**src/rtl/pool_window_feeder.sv**
```systemverilog
`default_nettype none
// ============================================================================
// Module      : pool_window_feeder
// Description : Converts a raster-order pixel stream into 2x2 pooling
//               windows. Even rows are parked in a one-row line buffer.
//               On odd rows, each even-column pixel is held in a register.
//               The following odd-column pixel then completes a window made
//               of {linebuf[col-1], linebuf[col], held pixel, current pixel}.
// Ports       : clk           rising-edge clock
//               rst           synchronous active-high reset
//               in_valid_i    pixel on in_data_i is valid
//               in_ready_o    pixel is accepted this cycle
//               in_data_i     pixel, raster order, top row first
//               out_valid_o   window outputs are valid
//               out_ready_i   consumer accepts the window
//               num_a_o..d_o  window top-left, top-right, bottom-left,
//                             bottom-right
//               out_last_o    window is the final one of the map
// Revision    : 1.0 - initial release
// ============================================================================
module pool_window_feeder #(
  parameter int DATA_WIDTH = 16,
  parameter int MAP_WIDTH  = 28,
  parameter int MAP_HEIGHT = 28
) (
  input  logic                  clk,
  input  logic                  rst,
  input  logic                  in_valid_i,
  output logic                  in_ready_o,
  input  logic [DATA_WIDTH-1:0] in_data_i,
  output logic                  out_valid_o,
  input  logic                  out_ready_i,
  output logic [DATA_WIDTH-1:0] num_a_o,
  output logic [DATA_WIDTH-1:0] num_b_o,
  output logic [DATA_WIDTH-1:0] num_c_o,
  output logic [DATA_WIDTH-1:0] num_d_o,
  output logic                  out_last_o
);

  localparam int C_COL_W = (MAP_WIDTH  > 2) ? $clog2(MAP_WIDTH)  : 1;
  localparam int C_ROW_W = (MAP_HEIGHT > 2) ? $clog2(MAP_HEIGHT) : 1;
  localparam logic [C_COL_W-1:0] C_COL_LAST = C_COL_W'(MAP_WIDTH - 1);
  localparam logic [C_ROW_W-1:0] C_ROW_LAST = C_ROW_W'(MAP_HEIGHT - 1);

  // TOP = an even row is being written; BOT = an odd row is being paired.
  localparam logic [0:0] S_TOP = 1'b0;
  localparam logic [0:0] S_BOT = 1'b1;

  logic [0:0]            state_q, state_d;
  logic [C_COL_W-1:0]    col_q, col_d;
  logic [C_ROW_W-1:0]    row_q, row_d;
  logic [DATA_WIDTH-1:0] hold_q;
  logic [DATA_WIDTH-1:0] linebuf_q [MAP_WIDTH];
  logic [DATA_WIDTH-1:0] a_q, b_q, c_q, d_q;
  logic                  valid_q, last_q;

  logic                  w_accept;
  logic                  w_lb_we;
  logic                  w_hold_we;
  logic                  w_win_done;
  logic                  w_col_end;
  logic                  w_map_end;
  logic [C_COL_W-1:0]    w_col_prev;

  // The slot frees up when it is empty or is being drained this cycle.
  assign in_ready_o = (!valid_q || out_ready_i) && !rst;
  assign w_accept   = in_valid_i && in_ready_o;
  assign w_col_end  = (col_q == C_COL_LAST);
  assign w_map_end  = (row_q == C_ROW_LAST) && w_col_end;
  assign w_col_prev = col_q - C_COL_W'(1);

  // ---------------- FSM: state register ----------------
  always_ff @(posedge clk) begin
    if (rst) begin
      state_q <= S_TOP;
    end else begin
      state_q <= state_d;
    end
  end

  // ---------------- FSM: next-state logic ----------------
  always_comb begin
    state_d = state_q;
    if (w_accept && w_col_end) begin
      state_d = (state_q == S_TOP) ? S_BOT : S_TOP;
    end
  end

  // ---------------- FSM: output decode ----------------
  always_comb begin
    w_lb_we    = 1'b0;
    w_hold_we  = 1'b0;
    w_win_done = 1'b0;
    if (w_accept) begin
      if (state_q == S_TOP) begin
        w_lb_we = 1'b1;
      end else if (!col_q[0]) begin
        w_hold_we = 1'b1;
      end else begin
        w_win_done = 1'b1;
      end
    end
  end

  // ---------------- Raster position counters ----------------
  always_comb begin
    col_d = col_q;
    row_d = row_q;
    if (w_accept) begin
      if (w_col_end) begin
        col_d = '0;
        row_d = (row_q == C_ROW_LAST) ? '0 : row_q + C_ROW_W'(1);
      end else begin
        col_d = col_q + C_COL_W'(1);
      end
    end
  end

  // The line buffer is always fully rewritten by the TOP row before it is
  // read, so it carries no reset.
  always_ff @(posedge clk) begin
    if (w_lb_we) begin
      linebuf_q[col_q] <= in_data_i;
    end
  end

  always_ff @(posedge clk) begin
    if (rst) begin
      col_q   <= '0;
      row_q   <= '0;
      hold_q  <= '0;
      a_q     <= '0;
      b_q     <= '0;
      c_q     <= '0;
      d_q     <= '0;
      valid_q <= 1'b0;
      last_q  <= 1'b0;
    end else begin
      col_q <= col_d;
      row_q <= row_d;
      if (w_hold_we) begin
        hold_q <= in_data_i;
      end
      // A completing window can only be accepted when the slot is free,
      // so loading takes priority over the drain-and-clear path.
      if (w_win_done) begin
        a_q     <= linebuf_q[w_col_prev];
        b_q     <= linebuf_q[col_q];
        c_q     <= hold_q;
        d_q     <= in_data_i;
        valid_q <= 1'b1;
        last_q  <= w_map_end;
      end else if (valid_q && out_ready_i) begin
        valid_q <= 1'b0;
        last_q  <= 1'b0;
      end
    end
  end

  assign out_valid_o = valid_q;
  assign out_last_o  = last_q;
  assign num_a_o     = a_q;
  assign num_b_o     = b_q;
  assign num_c_o     = c_q;
  assign num_d_o     = d_q;

endmodule
`default_nettype wire

```
**config.mk**
```make
export PLATFORM = sky130hd
export DESIGN_NAME = pool_window_feeder
export DESIGN_NICKNAME = d
export VERILOG_FILES = /design/src/rtl/pool_window_feeder.sv
export SDC_FILE = /design/constraint.sdc
export NUM_CORES = 1
export LEC_CHECK = 0
export CAP_MARGIN = 20
export CORE_UTILIZATION = 50
export CTS_BUF_LIST = sky130_fd_sc_hd__clkbuf_16
export CTS_CLUSTER_SIZE = 28
export DETAILED_ROUTE_END_ITERATION = 10
export PLACE_DENSITY = 0.77
export SLEW_MARGIN = 20
export SYNTH_ARGS = -nofsm -noshare
export SYNTH_HDL_FRONTEND = slang
export SYNTH_SLANG_ARGS = --single-unit
```
**constraint.sdc**
```tcl
create_clock -name clk -period 3.8 [get_ports clk]
set_input_delay 0.76 -clock clk [delete_from_list [all_inputs] [get_ports clk]]
set_output_delay 0.76 -clock clk [all_outputs]
set_load 0.005 [all_outputs]
```
==> flow_summary.ini, run 1 <==
[power]
p_int_mw = 10.4
seq_power_share = 0.470
combPwrFrac = 0.131
p_leak_nw = 8.91
p_switching_mw = 3.30
pwr-share-clk = 0.399
powerDensity_mw_per_mm2 = 493
ir_worst_vdd_mv = 0.327
swShare = 0.240

[status]
status = complete, no violations

[critical_path]
r2r-start = col_q[1]
regToRegSetupSlack_ns = 0.58
cp_slowest_cell = xnor2_2
ff2ff_path_depth = 7
rr_endpoint = num_a_o[8]
worstPathRequired_ns = 4.30
cp_top_family = buffers and inverters
crit_type = reg -> reg
path_cells = buf_12, nor3_2, xnor2_2, buf_4, nor2_1, a211o_1, a311oi_1
critPathCaptureType = register
cp.arrival_ns = 3.73
path_buf_inv = 2
critPathLaunchType = register
cpPeakStageDelay_ns = 0.76
crit_fanout = 120

[clock_tree]
hold_buffers = 0
cts_setup_buffers = 0
cts_resized = 0
clockBufferDepth = 3
cts_tree = done
root_buffer = clkbuf_16
clk_pin_slew_ns = 0.07
insertion_delay_ns = 0.61
cts_num_sinks = 541
cts_buffers = 53
ctsHtreeMaxLevel = 2

[synthesis]
synthDominantCellAreaShare = 0.556
synth-seq-area-share = 0.633
ys_ff_latch = 541
synth_warnings = 0
synth.distinct_cells = 54
syn-num-nets = 1455
synth_top_cell_by_area = edfxtp_1
syn_area_mm2 = 0.0242
syn_inst = 1430
ys.flop_type = edfxtp_1
synth_edf_count = 448
synth_area_leaders = edfxtp_1, mux4_2, dfxtp_1
synth.avg_cell_area_um2 = 16.9
async_flop_share = 0

[layout]
layout_commonest_cell = edfxtp_1
fin_area_mm2 = 0.0279
layout_common_cells = edfxtp_1, mux4_2, nand2_1
instances_no_fill = 2193
area_delta_synth_final_pct = 15.2
nNetsFinal = 1560
fillers = 3455
n_antenna_cell = 0
final_layout_size_suffix_gt1_frac = 0.274

[placed_design]
portBuffers = 86
dpl_cell_area_mm2 = 0.0261
place_congestion = 1.01
dp_hpwl_um = 41300
placed_cells = 2095

[die]
num_rows = 80
die_y_um = 222
initial_core_util = 0.507
ios = 87
die-area_mm2 = 0.0493
core_area_mm2 = 0.0477
dieWidth_um = 222

[global_route]
grt_max_degree = 121
grt_remaining_overflow = 0
grt_pass1_wl_um = 96700
grt_usage = 0.268
grt_pass1_vias = 14300
antenna_found_initial = 0

[sta]
worst_pin_slew_ns = 0.958
tns_ns = 0
min_period_ns = 3.22
fin_crit_sh = 0.849
hold_viol = 0
max_slew_margin = 0.362
drv_slew = 0
finClkSkew_ns = 0.0202
rsz0062_at_grt = no
fmax_mhz = 310
setup_viol = 0

[routing]
first_iter_violations = 2112
antenna_left = 0
dr.pass1.iters = 5
wl_per_cell_um = 29.8
vias_per_cell = 6.72
drc = 0
totalWireLength_um = 65300
via_count = 14700

[hold_path]
hp-start = num_c_o[10]
hp-class = reg -> reg
hold_depth = 2
holdPathEnd = num_c_o[10]

[flow_run]
maxCapViolations = 0
[area by class of cell]
type                    instances  area [µm²]  area share
inverters                       5        18.8    0.000673
multi-input cells             776        8450       0.303
well taps                     615         769      0.0276
repair buffers                158        1510      0.0541
flip-flops and latches        541       15300       0.550
clock buffers                  55        1380      0.0494
clock inverters                43         435      0.0156
[how the worst max path moves through the flow]
stage	from	to	slack [ns]	depth (start not counted)
after global placement	out_ready_i	linebuf_q[10][9]	0.60	7
final	col_q[1]	num_a_o[8]	0.58	7
after floorplan	rst	linebuf_q[5][0]	0.38	7
after global routing	col_q[1]	num_a_o[8]	0.40	7
after detailed placement	out_ready_i	linebuf_q[10][12]	0.57	7
after CTS	col_q[1]	num_a_o[8]	0.62	7
[tightest hold or removal path: cells and delay by family, from the launching register on]
family | cells | cell delay (ns)
compound gates | 1 | 0.05
simple gates | 1 | 0.05
flops | 1 | 0.30
[per-layer routing]
layer,GRT usage,wire (µm),vias to the layer above,part of all wire
li1,-,-,6008,-
met1,0.381,24600,7586,0.38
met2,0.405,30000,1032,0.46
met3,0.0697,8640,101,0.13
met4,0.0896,2090,0,0.032
met5,0,0,-,0
[stage by stage]
| step | setup WS, ns | util | hold WS (ns) | total power, mW |
|---|---|---|---|---|
| 3_3_place_gp | 0.596 | 0.546 | 0.443 | 8.32 |
| 6_report | 0.576 | 0.584 | 0.453 | 13.7 |
| 4_1_cts | 0.617 | 0.584 | 0.458 | 13.8 |
| 5_1_grt | 0.402 | 0.584 | 0.480 | 14.0 |
| 2_1_floorplan | 0.381 | - | 0.432 | 7.75 |
| 3_5_place_dp | 0.569 | 0.546 | 0.449 | 8.34 |
[synthesized netlist by cell type (2+ instances only)]
master,n
nor2_1,96
a22oi_1,11
xnor2_1,6
mux2_2,33
and3_1,7
clkbuf_1,43
o2111ai_1,6
ha_1,5
mux4_2,206
buf_2,36
nand2_1,101
a21oi_1,72
nor4_1,2
nor2b_1,13
o31ai_1,5
nor3b_1,2
a22o_1,4
a2111oi_0,6
o21ai_0,18
buf_1,10
a211oi_1,4
a311oi_1,16
a32oi_1,3
and2_1,6
or2_2,2
buf_4,10
o21ai_1,2
nor3_1,10
a2111oi_1,2
o22ai_1,2
nand2b_1,5
mux2i_1,81
inv_1,5
buf_6,9
a211o_1,16
nand3_1,13
a221oi_1,6
edfxtp_1,448
dfxtp_1,93
[power by group through the flow]
stage               Combinational, mW  Clock, mW  Sequential (mW)
floorplan                        1.18          0             6.57
global placement                 1.74          0             6.58
detailed placement               1.76          0             6.59
CTS                              1.77       5.52             6.46
global route                     1.88       5.72             6.46
finish                           1.81       5.48             6.46
[cells by family (layout without fill, tap and decap cells)]
kind of cell / Yosys count / count (layout) / share of synthesized area
simple gates: 266 / 266 / 0.0485
fa+ha+maj: 5 / 5 / 0.00259
flops: 541 / 541 / 0.633
mux: 320 / 320 / 0.241
compound gates: 178 / 178 / 0.0491
xor+xnor: 7 / 7 / 0.00253
buf+inv: 113 / 261 / 0.0237
[state kept, by name, indices dropped and copies added (netlist names)]
register,cells
row_q,5
col_q,5
num_d_o,16
linebuf_q,448
num_b_o,16
out_valid_o,1
num_c_o,16
hold_q,16
state_q,1
num_a_o,16
out_last_o,1
No activity file was read; power rests on OpenSTA's default activity.
==> run 2, diff against run 1 <==
==> constraint.sdc (replaced) <==
create_clock -name clk -period 3.2 [get_ports clk]
set_input_delay 0.64 -clock clk [delete_from_list [all_inputs] [get_ports clk]]
set_output_delay 0.64 -clock clk [all_outputs]
set_load 0.005 [all_outputs]
==> run 2 against run 1 <==
- die area unchanged
- combinational power grew 19%
- cell area rose by 0.70%
- worst setup slack worse by 0.23 ns
- critical path type unchanged
- highest routed layer is now met5
==> flow_summary.ini, run 2 (synthesis results as in run 1) <==
[sta]
min_period_ns = 2.85
hold_viol = 0
tns_ns = 0
drv_slew = 0
worst_pin_slew_ns = 0.966
fmax_mhz = 351
whs_ns = 0.452
finClkSkew_ns = 0.0215
fin_crit_sh = 0.891
rsz0062_at_grt = no
setup_viol = 0
max_slew_margin = 0.355

[layout]
layout_common_cells = edfxtp_1, mux4_2, nand2_1
largest_register_ffs = 448
instances_no_fill = 2219
fin_util = 0.588
final_layout_size_suffix_gt1_frac = 0.285
area_delta_synth_final_pct = 16.0
fillers = 3389
nNetsFinal = 1588
layout_commonest_cell = edfxtp_1
n_antenna_cell = 0
regMostFlops = linebuf_q

[clock_tree]
insertion_delay_ns = 0.60
clk_pin_slew_ns = 0.06
ctsHtreeMaxLevel = 2
hold_buffers = 0
cts_resized = 0
cts_setup_buffers = 0
cts_tree = done
root_buffer = clkbuf_16
clockBufferDepth = 3
cts_buffers = 51
cts_num_sinks = 541

[routing]
vias_per_cell = 6.69
dr.pass1.iters = 5
totalWireLength_um = 66300
via_count = 14800
antenna_left = 0
wl_per_cell_um = 29.9
drc = 0
first_iter_violations = 2352

[power]
p_leak_nw = 9.04
ir_worst_vdd_mv = 0.362
powerDensity_mw_per_mm2 = 568

[placed_design]
place_congestion = 0.913
dp_hpwl_um = 42900
placed_cells = 2125
portBuffers = 86

[status]
status = complete, no violations

[critical_path]
crit_type = reg -> reg
cp.arrival_ns = 3.31
critPathCaptureType = register
critPathLaunchType = register
worstPathRequired_ns = 3.66
crit_fanout = 29

[global_route]
grt_usage = 0.271
grt_max_degree = 134
grt_pass1_wl_um = 96800
grt_remaining_overflow = 0
grt_pass1_vias = 14400
antenna_found_initial = 2

[hold_path]
hp-class = reg -> reg

[die]
initial_core_util = 0.507
die_y_um = 222
dieWidth_um = 222
ios = 87
die-area_mm2 = 0.0493
core_area_mm2 = 0.0477
num_rows = 80

[flow_run]
maxCapViolations = 0
-- run 2: changes by cell type in the layout (fill, tap and decap cells not counted), moves of 2 or more --
cell | previous run | this run
clkinv_4 | 2 | 0
buf_4 | 63 | 85
a2111oi_0 | 2 | 6
buf_12 | 9 | 17
inv_1 | 14 | 16
clkinvlp_2 | 0 | 2
clkinv_2 | 9 | 11
bufinv_16 | 9 | 5
a2111oi_1 | 6 | 2
clkinv_1 | 10 | 8
clkinvlp_4 | 3 | 0
-- run 2: through the flow --
stage / total power [mW] / area (µm²) / worst slack [ns]
6_report: 15.9 / 28100 / 0.350
5_1_grt: 16.3 / 28100 / 0.295
4_1_cts: 16.0 / 28100 / 0.448
3_5_place_dp: 9.94 / 26400 / 0.174
3_3_place_gp: 9.91 / 26400 / 0.197
2_1_floorplan: 9.20 / 24200 / 0.0263
-- run 2: worst paths after layout --
check | startpoint | end | slack, ns | cells past startpoint
worst min-delay path | num_c_o[13] | num_c_o[13] | 0.45 | 2
worst max register to register | col_q[3] | num_b_o[3] | 0.35 | 7
worst max-delay path | col_q[3] | num_b_o[3] | 0.35 | 7
worst min register to register | num_c_o[13] | num_c_o[13] | 0.45 | 2
-- run 2: power breakdown --
group	switching [mW]	internal [mW]	total (mW)
logic	1.21	0.954	2.16
registers	0.0214	7.64	7.66
clock network	2.58	3.53	6.11
total	3.81	12.1	15.9
-- run 2: critical path: stages (launching register included) --
cell and delay (ns):
dfxtp_2 0.69, buf_12 0.29, buf_4 0.32, nor2b_1 0.14, nand2b_1 0.28, o21ai_0 0.28
a2111oi_1 0.59, nor2_1 0.10
-- run 2: area by class of cell --
| class | count | area [µm²] | share of cell area |
|---|---|---|---|
| clock inverter | 38 | 293 | 0.0104 |
| multi-input combinational | 776 | 8430 | 0.300 |
| clock buffer | 56 | 1400 | 0.0499 |
| tap | 615 | 769 | 0.0274 |
| sequential | 541 | 15300 | 0.546 |
| inverter | 5 | 18.8 | 0.000669 |
| timing repair buffer | 188 | 1830 | 0.0653 |
-- run 2: routing by layer --
metal / GRT usage / vias up / part of all wire
met5: 0 / - / 0.00020
met1: 0.379 / 7560 / 0.37
met3: 0.0570 / 166 / 0.12
li1: - / 6057 / -
met2: 0.414 / 1063 / 0.46
met4: 0.115 / 2 / 0.046
